`config.mk`:
```
export PLATFORM = sky130hd
export DESIGN_NAME = prog_ctr_fetch
export DESIGN_NICKNAME = d
export VERILOG_FILES = /design/src/rtl/prog_ctr_fetch.sv
export SDC_FILE = /design/constraint.sdc
export NUM_CORES = 1
export LEC_CHECK = 0
export CORE_MARGIN = 2
export CORE_UTILIZATION = 30
export DETAILED_ROUTE_END_ITERATION = 16
export PLACE_DENSITY_LB_ADDON = 0.3
export SLEW_MARGIN = 20
export SYNTH_ARGS = -nofsm -noshare
export SYNTH_HDL_FRONTEND = slang
export SYNTH_SLANG_ARGS = --single-unit
```
`constraint.sdc`:
```
create_clock -name clk -period 5.7 [get_ports clk]
set_clock_uncertainty 0.1 [all_clocks]
set_input_delay 0.855 -clock clk [delete_from_list [all_inputs] [get_ports clk]]
set_output_delay 0.855 -clock clk [all_outputs]
set_load 0.05 [all_outputs]
```
`src/rtl/prog_ctr_fetch.sv`:
```
// rtl/prog_ctr_fetch.sv - program counter, instruction fetch and start/run/halt sequencer
// Optional RUN cycle counter is built only when FETCH_CYC_CNT_EN is defined.
module prog_ctr_fetch #(
    parameter int D  = 12,
    parameter int IW = 9,
    parameter int CW = 16
) (
    input  logic          clk,
    input  logic          rst_n,
    input  logic          start,
    input  logic [D-1:0]  start_addr,
    input  logic          stall,
    input  logic          halt_i,
    input  logic          branch_en,
    input  logic [8:0]    branch_tgt,
    input  logic [IW-1:0] instr_i,
    output logic [D-1:0]  imem_addr,
    output logic [D-1:0]  prog_ctr,
    output logic [IW-1:0] instr_o,
    output logic          valid_o,
    output logic          done,
    output logic [CW-1:0] cyc_cnt
);

    typedef enum logic [1:0] {
        S_IDLE = 2'd0,
        S_RUN  = 2'd1,
        S_HALT = 2'd2
    } state_t;

    state_t       state, state_nxt;
    logic [D-1:0] pc, pc_nxt;

    always_ff @(posedge clk) begin
        if (!rst_n) begin
            state <= S_IDLE;
            pc    <= '0;
        end else begin
            state <= state_nxt;
            pc    <= pc_nxt;
        end
    end

    // Branch targets are page-relative: only the low 9 bits come from the ALU.
    always_comb begin
        state_nxt = state;
        pc_nxt    = pc;
        case (state)
            S_IDLE, S_HALT: begin
                if (start) begin
                    state_nxt = S_RUN;
                    pc_nxt    = start_addr;
                end
            end
            S_RUN: begin
                if (!stall) begin
                    if (halt_i) begin
                        state_nxt = S_HALT;
                    end else if (branch_en) begin
                        pc_nxt = {pc[D-1:9], branch_tgt};
                    end else if (&pc) begin
                        state_nxt = S_HALT;
                    end else begin
                        pc_nxt = pc + D'(1);
                    end
                end
            end
            default: begin
                state_nxt = S_IDLE;
                pc_nxt    = '0;
            end
        endcase
    end

    assign imem_addr = pc;
    assign prog_ctr  = pc;
    assign valid_o   = (state == S_RUN);
    assign done      = (state == S_HALT);
    assign instr_o   = valid_o ? instr_i : '0;

`ifdef FETCH_CYC_CNT_EN
    logic          run_step;
    logic          start_acc;
    logic [CW-1:0] cnt;

    assign run_step  = (state == S_RUN) && !stall;
    assign start_acc = (state != S_RUN) && start;

    // Saturating count of unstalled RUN cycles, halting cycle included.
    always_ff @(posedge clk) begin
        if (!rst_n) begin
            cnt <= '0;
        end else if (start_acc) begin
            cnt <= '0;
        end else if (run_step && !(&cnt)) begin
            cnt <= cnt + CW'(1);
        end
    end

    assign cyc_cnt = cnt;
`else
    assign cyc_cnt = '0;
`endif

endmodule

```
# Yosys cells after proc, flatten, opt, wreduce, memory -nomap -nowiden
# Index checks and enable logic that the tools add are counted.
# Widths: inputs -> output; s select.
word_totals:
  register_bits: 14
  latchBits: 0
  mem_bits_rw: 0
  mem_bits_ro: 0
  in_bits: 36
  n_memories: 0
op_classes:
  n_addsub: 1
  multipliers: 0
  n_div: 0
  order_cmp: 0
  n_eq_ne: 10
  shift: 0
  n_mux: 13
  bitwise: 0
  n_reduce_logical: 6
ops:
  columns: ["operator", "n"]
  rows:
  - ["$mux 12", 5]
  - ["$pmux 12 s2", 1]
  - ["$add 12x1->12 const B", 1]
  - ["$reduce_and 12->1", 1]
  - ["$mux 2", 5]
  - ["$ne 2x2->1 const B", 5]
  - ["$mux 9", 1]
  - ["$reduce_and 4->1", 2]
  - ["$ne 3x3->1 const B", 2]
  - ["$reduce_and 5->1", 1]
  - ["$pmux 2 s2", 1]
  - ["$ne 3x2->1 const B", 1]
  - ["$eq 2x1->1 const B", 1]
  - ["$eq 2x2->1 const B", 1]
  - ["$logic_not 2->1", 1]
  - ["$reduce_or 2->1", 1]

# Longest topological paths before layout
depth:
  ltp_word: 6
  ltp_mapped: 6
  mapped_depth_nobuf: 5

# Least setup slack after synthesis
# Ideal clock, no wire load.
synth_path:
  path_type: "reg-to-output"
  from: "register state[1]"
  to: "output port instr_o[0]"
  t_arrival_ns: 1.729
  required_time_ns: 4.745
  slack_ns: 3.016
  stages_incl_launch_ff: 5
  path_buffers: 1
  cell_sequence: "dfxtp_1 > nand2b_1 > inv_1 > clkbuf_1 > and2_1"
synth_via:
  elab_chain_cells: 2
synth_rtl:
  columns: ["element", "line", "rtl"]
  rows:
  - ["from (decl)", "31", "state_t state, state_nxt;"]
  - ["from (signal assigned)", "39", "state <= state_nxt;"]
  - ["$eq 2x1->1", "77", "assign valid_o = (state == S_RUN);"]
  - ["named net valid_o", "20", "output logic valid_o,"]
  - ["$mux 9", "79", "assign instr_o = valid_o ? instr_i : '0;"]
  - ["to (decl)", "19", "output logic [IW-1:0] instr_o,"]
# The timed path passes the listed nets, and every way through them passes these cells.

# Worst setup path in the final report
layout_path:
  from: "register state[0]"
  to: "output port instr_o[5]"
layout_via:
  elab_chain_cells: 2
layout_rtl:
  columns: ["element", "line"]
  rows:
  - ["$eq 2x1->1", "77"]
  - ["$mux 9", "79"]
# Every way passes these cells.

==> flow_summary.yaml <==
place:
  place_congestion: 0.821
  detailed_place_hpwl_um: 2940
  numPortBuffers: 70
clock_network:
  cts_setup_buffers: 0
  clock-sinks: 14
  post_cts_resized: 0
  clock_latency_ns: 0.25
  clk_transition_reported_paths_ns: 0.06
  cts_htree_levels: 1
  number_of_buffers_added_to_fix_hold_violations_after_cts: 0
  cts-buffers-inserted: 3
  cts-root-to-sink-buffers: 2
  clockRootBuffer: "sky130_fd_sc_hd__clkbuf_8"
  tritoncts: "yes"
grt:
  grt_max_degree: 18
  globalRouteOverflowTotal: 0
  grt_pass1_vias: 1307
  groute.usage.overall_pct: 15.4
  antenna_found_initial: 0
  first_pass_grt_wire_length_um: 6270
route:
  via_per_inst: 5.24
  drc_errors: 0
  via_count: 1441
  initialDrtViolationCount: 114
  routed_wirelength_um: 3960
  drt_pass1_iterations: 4
  wl_per_cell_um: 14.4
  drt.antenna.violating_nets: 0
setup_path:
  crit_path_end_kind: "output pin"
  worstPathArrival_ns: 2.50
  worst_reg2reg_startpoint: "state[0]"
  rrSetupSlack_ns: 3.10
  criticalPathCategory: "register to output pin"
  depth_of_the_worst_register_to_register_path: 4
  worst-endpoint-required_ns: 4.74
  worst_setup_path_start_kind: "register"
  crit_fanout: 16
  setup.worst_path.start: "state[0]"
  r2r_end: "imem_addr[8]"
power_and_ir_drop:
  vdd_drop_max_mv: 0.110
  cellPowerDensity_nw_per_um2: 235
  static-leakage-power_nw: 0.759
synthesis:
  post_synth_instance_area_um2: 1350
  synthesis_stage_register_bit_count: 14
  largest_cells_by_area_after_synthesis: "sky130_fd_sc_hd__dfxtp_1 21%, sky130_fd_sc_hd__buf_4 16%, sky130_fd_sc_hd__and2_1 6.0%"
  syn-instance-count: 170
  syn_warnings: 0
  synth_top_cell_by_area: "sky130_fd_sc_hd__dfxtp_1"
  netlist-cell-type-count: 48
  ys_seq_area_share_pct: 20.8
  mean_instance_size_in_the_synthesized_netlist_um2: 7.93
  synth_top_cell_area_share_pct: 20.8
run_status:
  status: "finished, final reports clean"
sta:
  slew_violations: 0
  setup-tns-final_ns: 0
  max-slew-margin-rel_pct: 24.1
  fin_crit_ns: 3.46
  rsz0062_at_grt: "false"
  timing_worst_slew_pin_value_ns: 1.14
  timing.final.hold_violations: 0
  setup_violating_endpoint_count_in_the_final_report: 0
  fmaxAchievable_ghz: 0.289
  layout_worst_path_cycle_share_pct: 60.6
  finalHoldWorstSlack_ns: 0.461
hold_path:
  min_path_cells: 2
  min-delay-path-class: "register to register"
  whs_endpoint: "imem_addr[0]"
  hp-start: "imem_addr[0]"
finish:
  layout.cells.most_common_list: "70 x sky130_fd_sc_hd__clkdlybuf4s50_1, 16 x sky130_fd_sc_hd__conb_1, 14 x sky130_fd_sc_hd__dfxtp_1, 13 x sky130_fd_sc_hd__and2_1, 8 x sky130_fd_sc_hd__nand2_1"
  drive_gt1_share_pct: 5.38
  layout_commonest_cell: "sky130_fd_sc_hd__clkdlybuf4s50_1"
  fillCellCount: 455
  nets: 261
  synthToLayoutAreaGrowth_pct: 46.6
  n_antenna_cell: 0
die:
  die_w_um: 71.1
  boundaryPins: 87
  rows: 24
  core-area_um2: 4350
  fp.dieH_um: 71.1
  floorplan.initialDensity_pct: 31.0
  design.die.area_um2: 5050
flow_run:
  max-cap-violations: 0
==> cell usage after synthesis, drive strengths merged <==
master / count
o21bai: 1
a311oi: 1
o311ai: 4
a21oi: 6
and4: 1
a211oi: 4
a221oi: 1
conb: 1
nor2: 7
mux2i: 1
buf: 31
and2: 13
a21o: 1
nor3b: 4
o22a: 1
clkinv: 1
nand2b: 1
ha: 1
or3b: 1
o2bb2ai: 3
o41ai: 4
nor2b: 4
a31o: 4
o21ai: 3
nand2: 8
and3: 5
dfxtp: 14
nand3: 5
nand4: 2
a31oi: 3
inv: 4
o311a: 5
a32o: 1
o21a: 2
and2b: 1
a211o: 2
clkbuf: 5
o22ai: 2
or4: 5
o31ai: 3
nor4: 2
nor3: 2
==> per-stage QoR <==
| stage | worst slack [ns] | utilization (%) | power [W] | cell area (um2) | std cells |
|---|---|---|---|---|---|
| 6_report | 2.24 | 45.4 | 0.000464 | 1980 | 275 |
| 5_1_grt | 2.07 | 45.4 | 0.000484 | 1980 | 275 |
| 4_1_cts | 2.23 | 45.4 | 0.000465 | 1980 | 275 |
| 3_5_place_dp | 2.37 | 44.1 | 0.000366 | 1920 | 271 |
| 3_3_place_gp | 2.40 | 44.1 | 0.000365 | 1920 | 271 |
| 2_1_floorplan | 3.02 | - | 0.000304 | 1410 | 185 |
==> flip-flops by register name, indices dropped and copies added, names as in the netlist <==
name and flops:
imem_addr 12, state 2
==> routing by layer <==
metal | global-route usage [%] | vias to the layer above | routed length [um]
met5 | 0 | - | 0
met4 | 3.35 | 0 | 31
met3 | 3.56 | 5 | 313
met2 | 25.9 | 69 | 1900
met1 | 20.0 | 661 | 1720
li1 | - | 706 | -
==> critical path, cell delays in order, from the launching register on <==
cell and delay (ns):
sky130_fd_sc_hd__dfxtp_1 0.65, sky130_fd_sc_hd__nand2b_1 0.32, sky130_fd_sc_hd__inv_1 0.30, sky130_fd_sc_hd__and2_1 0.17
sky130_fd_sc_hd__clkdlybuf4s50_1 0.80
==> area by class of cell <==
type | instances | area [um2] | area share, %
Timing Repair Buffer | 70 | 701 | 35.4
Inverter | 5 | 18.8 | 0.949
Multi-Input combinational cell | 130 | 857 | 43.4
Clock buffer | 4 | 55.1 | 2.78
Sequential cell | 14 | 280 | 14.2
Tap cell | 52 | 65.1 | 3.29
==> worst max-delay path by stage <==
stage               depth (start not counted)      endpoint  slack [ns]
global placement                            5  imem_addr[8]        2.40
global route                                4    instr_o[4]        2.07
finish                                      4    instr_o[5]        2.24
CTS                                         4    instr_o[5]        2.23
floorplan                                   4    instr_o[0]        3.02
detailed placement                          5  imem_addr[8]        2.37
==> power breakdown <==
| group | internal, W | total [W] | switching [W] | leakage, nW |
|---|---|---|---|---|
| combinational | 0.0000847 | 0.000236 | 0.000151 | 0.615 |
| clock | 0.0000613 | 0.000100 | 0.0000391 | 0.0288 |
| sequential | 0.000108 | 0.000127 | 0.0000189 | 0.115 |
| total | 0.000254 | 0.000464 | 0.000209 | 0.759 |
==> cell families after synthesis <==
group                    share of synthesized area [%]
AND/OR/NAND/NOR                                   27.7
AO/OA/AOI/OAI                                     29.7
buffers and inverters                             19.9
flip-flops                                        20.8
multiplexers                                     0.742
adder cells (fa/ha/maj)                          0.927
other                                            0.278
Note: power is estimated with default switching activity, not from simulation.
==> edit 1, RTL diff (config.mk and constraints unchanged) <==
Change the parameter `CW` from 16 to 8.
--- a/src/rtl/prog_ctr_fetch.sv
+++ b/src/rtl/prog_ctr_fetch.sv
@@ -4,5 +4,5 @@
     parameter int D  = 12,
     parameter int IW = 9,
-    parameter int CW = 16
+    parameter int CW = 8
 ) (
     input  logic          clk,
Interface: changed (resized cyc_cnt); port bits go from 87 to 79. The function was not compared with the original's and may differ.
==> edit 1 against the unedited design <==
- total power decreased by 1.8%
- first-iteration DRC count decreased by 37%
- area after synthesis is 4.5% lower
- fmax down 0.19%
- cell area down 1.3%
- worst setup slack worse by 6.5 ps
- sequential cell count unchanged
- sequential share of layout area is 0.18 points higher
- global-route usage up 0.34 points
- hold slack better by 14 ps
- count of clock-buffer cells in the layout did not move
- wire length fell by 1.2%
- critical path depth unchanged
==> edit 1: results (changes against the unedited design) <==
The proportion of power drawn by combinational gates was 0.497 (was 0.509). The iteration-0 DRC count of the detailed router was 72 (was 114). The total routing usage reported by global routing was 0.157 (was 0.154); the final net count was 254 (was 261). The worst setup timing slack at the placement stage is 2330 ps (was 2370 ps). The multi-input gate share of total cell area was 0.424 (was 0.434). The run gives 409 (was 455) as the total of fill cells in the finished design. The tools report the synthesized instance count as 162 (was 170).

The detailed-route vias per instance works out to 5.37 (was 5.24). The final-layout worst hold slack is 475 ps (was 461 ps), and the layout-stage area growth over the synthesis result is 51.5% (was 46.6%). The flow ran to the end, and the final reports show no timing, DRC or antenna violations. Leading cell types by total area after synthesis: sky130_fd_sc_hd__dfxtp_1, sky130_fd_sc_hd__buf_4, sky130_fd_sc_hd__and2_1 (unchanged). The switching power summed over all nets is 0.000200 W (was 0.000209 W), and the measured slew at the worst slew-check pin is 825 ps (was 1140 ps). The final-layout clock-cell area share came out at 0.0282 (was 0.0278).

The logs give 0.868 (was 0.821) for the routability congestion estimate from global placement and 1900 um2 (was 1920 um2) for the cell area reported after detailed placement. The clock period minus final worst setup slack is 3460 ps (about the same). Most numerous cell types in the synthesized netlist: sky130_fd_sc_hd__buf_4, sky130_fd_sc_hd__dfxtp_1, sky130_fd_sc_hd__and2_1 (unchanged). The count of placed standard cells including taps is 262 (was 271), and the sequential share of cell area is 0.144 (was 0.142). The non-clock buffer instance count of the final layout came out at 71 (was 70). The data-path buffer share of cell area in the final layout works out to 0.363 (was 0.354). Ratio of cells with drive above 1 in the final layout: 0.0602 (was 0.0538). The static leakage is 0.738 nW (was 0.759 nW), and the maximum ir drop on the vdd rail is 0.0991 mV (was 0.110 mV). The well tap count is 50 (was 52), and the average wire length per cell after detail routing is 14.7 um (was 14.4 um).

Via count of the first global-routing pass: 1346 (was 1307). The count of vias placed by the detailed router was 1428 (was 1441). The worst-case register-to-register setup slack was 3100 ps (about the same); the wire length of the first global-routing pass was 6.27 mm (about the same).
-- edit 1: cell count changes after synthesis, sizes merged --
cell / unedited run / this run
buf: 31 / 23
-- edit 1: worst max-delay path by stage --
stage | to | from | depth (start not counted)
5_1_grt | instr_o[0] | state[0] | 4
6_report | instr_o[0] | state[0] | 4
3_5_place_dp | imem_addr[8] | branch_en | 5
2_1_floorplan | instr_o[0] | state[1] | 4
4_1_cts | instr_o[0] | state[0] | 4
3_3_place_gp | imem_addr[8] | branch_en | 5
-- edit 1: kinds of logic after synthesis --
group,share of synthesized area
AOI/OAI and AO/OA,0.311
adders and majority gates,0.00971
buffers and inverters,0.161
DFF,0.217
muxes,0.00777
other,0.00291
and+or+nand+nor,0.290
-- edit 1: per-layer routing --
layer  wire (um)  global-route usage  vias to the layer above
met4          41              0.0479                        0
met1        1750               0.189                      663
met3         237              0.0422                        6
met5           0                   0                        -
li1            -                   -                      707
met2        1890               0.270                       52
==> edit 2, RTL diff (same flow settings) <==
Made on the original files. The 3 states of `state_t` get a one-hot encoding in 3 bits.
--- a/src/rtl/prog_ctr_fetch.sv
+++ b/src/rtl/prog_ctr_fetch.sv
@@ -23,8 +23,8 @@
 );
 
-    typedef enum logic [1:0] {
-        S_IDLE = 2'd0,
-        S_RUN  = 2'd1,
-        S_HALT = 2'd2
+    typedef enum logic [2:0] {
+        S_IDLE = 3'b001,
+        S_RUN  = 3'b010,
+        S_HALT = 3'b100
     } state_t;
 
Formal check against the unedited RTL: same outputs for any inputs over 10 cycles, from zero or initial values and one cycle with rst_n low; not proved beyond that.
==> edit 2 against the unedited design <==
- non-clock buffer count unchanged
- critical path depth down 1
- highest routed layer unchanged
- worst setup slack worse by 140 ps
- fmax down 3.9%
- cell area up 2.9%
- total power up 39%
- area after synthesis up 4.5%
- die area up 4.2%
- wire length up 9.3%
- largest power group unchanged
- hold slack better by 8.3 ps
- sequential share of layout area up 0.58 points
- sequential cell count up 1
- count of clock-buffer cells in the layout down 1
==> edit 2: results (changes against the unedited design) <==
The flow ran to the end, and the final reports show no timing, DRC or antenna violations. The maximum ir drop on the vdd rail was 0.147 mV (was 0.110 mV); the post-CTS clock slew at the launch and capture registers of the worst setup and hold paths was 70 ps. Most numerous cell types in the synthesized netlist: sky130_fd_sc_hd__buf_4, sky130_fd_sc_hd__a21oi_1, sky130_fd_sc_hd__nor3_1 (was sky130_fd_sc_hd__buf_4, sky130_fd_sc_hd__dfxtp_1, sky130_fd_sc_hd__and2_1). The amount of wire on met3 after detailed routing came out at 332 um (was 313 um).

The power density over the cells is 316 nW/um2 (was 235 nW/um2), and the portion of the post-synthesis area used by sequential elements is 0.213 (was 0.208). The wire length of the first global-routing pass was 6.91 mm (was 6.27 mm); the total routing usage reported by global routing was 0.164 (was 0.154). The run gives 1990 um2 (was 1920 um2) as the cell area reported after detailed placement. For the flip-flop and latch area, the log shows 300 um2 (was 280 um2). The tools report the count of vias placed by the detailed router as 1528 (was 1441).

Leading cell types by total area after synthesis: sky130_fd_sc_hd__dfxtp_1, sky130_fd_sc_hd__buf_4, sky130_fd_sc_hd__a21oi_1 (was sky130_fd_sc_hd__dfxtp_1, sky130_fd_sc_hd__buf_4, sky130_fd_sc_hd__and2_1). The synthesized instance count is 188 (was 170). The combinational power is 0.000375 W (was 0.000236 W). The async set-or-reset flop fraction in the synthesized netlist is 0 (unchanged).

The static leakage was 0.733 nW (was 0.759 nW). The cell type group with the largest total delay on the critical path is simple AND/OR/NAND/NOR gates (was buffers and inverters). The logs give 1.94 mm (was 1.72 mm) for the wire length the detailed router placed on met1 and 2390 ps (was 2370 ps) for the worst setup timing slack at the placement stage. The fraction of power spent switching nets works out to 0.522 (was 0.452).

The detailed placement HPWL was 3.28 mm (was 2.94 mm); the final net count was 280 (was 261). The iteration-0 DRC count of the detailed router was 123 (was 114). For the power share of the clock group, the log shows 0.145 (was 0.216). The wire length on met2 is 1.97 mm (was 1.90 mm). For the maximum number of pins on one net before global-route repair, the log shows 17 (was 18). The average wire length per cell after detail routing works out to 14.7 um (was 14.4 um). The ratio of cells with drive above 1 in the final layout is 0.0537 (was 0.0538), and the biggest fanout along the worst timing path is 16 (unchanged).

Highest signal layer in the routed design: met4 (unchanged). For the post-layout instance count excluding filler cells, the log shows 294 (was 275). For the via count of the first global-routing pass, the log shows 1385 (was 1307).

The tools report the routability congestion estimate from global placement as 0.915 (was 0.821). The measured slew at the worst slew-check pin is 847 ps (was 1140 ps), and the arrival time at the worst endpoint is 2640 ps (was 2500 ps). The number of unique standard cell types used by synthesis is 45 (was 48). The root buffer cell is sky130_fd_sc_hd__clkbuf_8 (unchanged).
## edit 2: changes by cell type after synthesis, moves of 5 or more
cell and change:
sky130_fd_sc_hd__nor3_1 +14, sky130_fd_sc_hd__nand2b_1 +7, sky130_fd_sc_hd__a22oi_1 +5, sky130_fd_sc_hd__a21oi_1 +10
## edit 2: routing by layer
| metal | track usage | up-vias |
|---|---|---|
| li1 | - | 758 |
| met1 | 0.213 | 692 |
| met2 | 0.268 | 66 |
| met3 | 0.0389 | 12 |
| met4 | 0.0535 | 0 |
| met5 | 0 | - |
## edit 2: worst reg2reg max path, stage by stage (launching register included)
cell,delay (ps)
sky130_fd_sc_hd__dfxtp_1,580
sky130_fd_sc_hd__nor3b_2,780
sky130_fd_sc_hd__nand2b_1,270
sky130_fd_sc_hd__nor3_1,200
sky130_fd_sc_hd__o311ai_1,160
sky130_fd_sc_hd__o31ai_2,90
## edit 2: path summary, 6_finish.rpt
kind | to | startpoint | cells after the start | slack [ps]
hold reg to reg | imem_addr[6] | imem_addr[6] | 2 | 470
setup / recovery | instr_o[8] | state[1] | 3 | 2100
hold / removal | imem_addr[6] | imem_addr[6] | 2 | 470
setup reg to reg | imem_addr[8] | state[1] | 5 | 3450
## edit 2: logic make-up after synthesis
kind of cell,synth area share
simple gates,0.280
compound gates,0.277
buf+inv,0.186
flops,0.213
xor+xnor,0.0249
fa+ha+maj,0.00888
other cells,0.00266
mux,0.00799
## edit 2: final cells by class
| type | count | area share |
|---|---|---|
| Clock buffer | 3 | 0.0203 |
| Timing Repair Buffer | 70 | 0.344 |
| Sequential cell | 15 | 0.148 |
| Clock inverter | 1 | 0.00246 |
| Multi-Input combinational cell | 148 | 0.444 |
| Inverter | 5 | 0.00923 |
| Tap cell | 52 | 0.0320 |
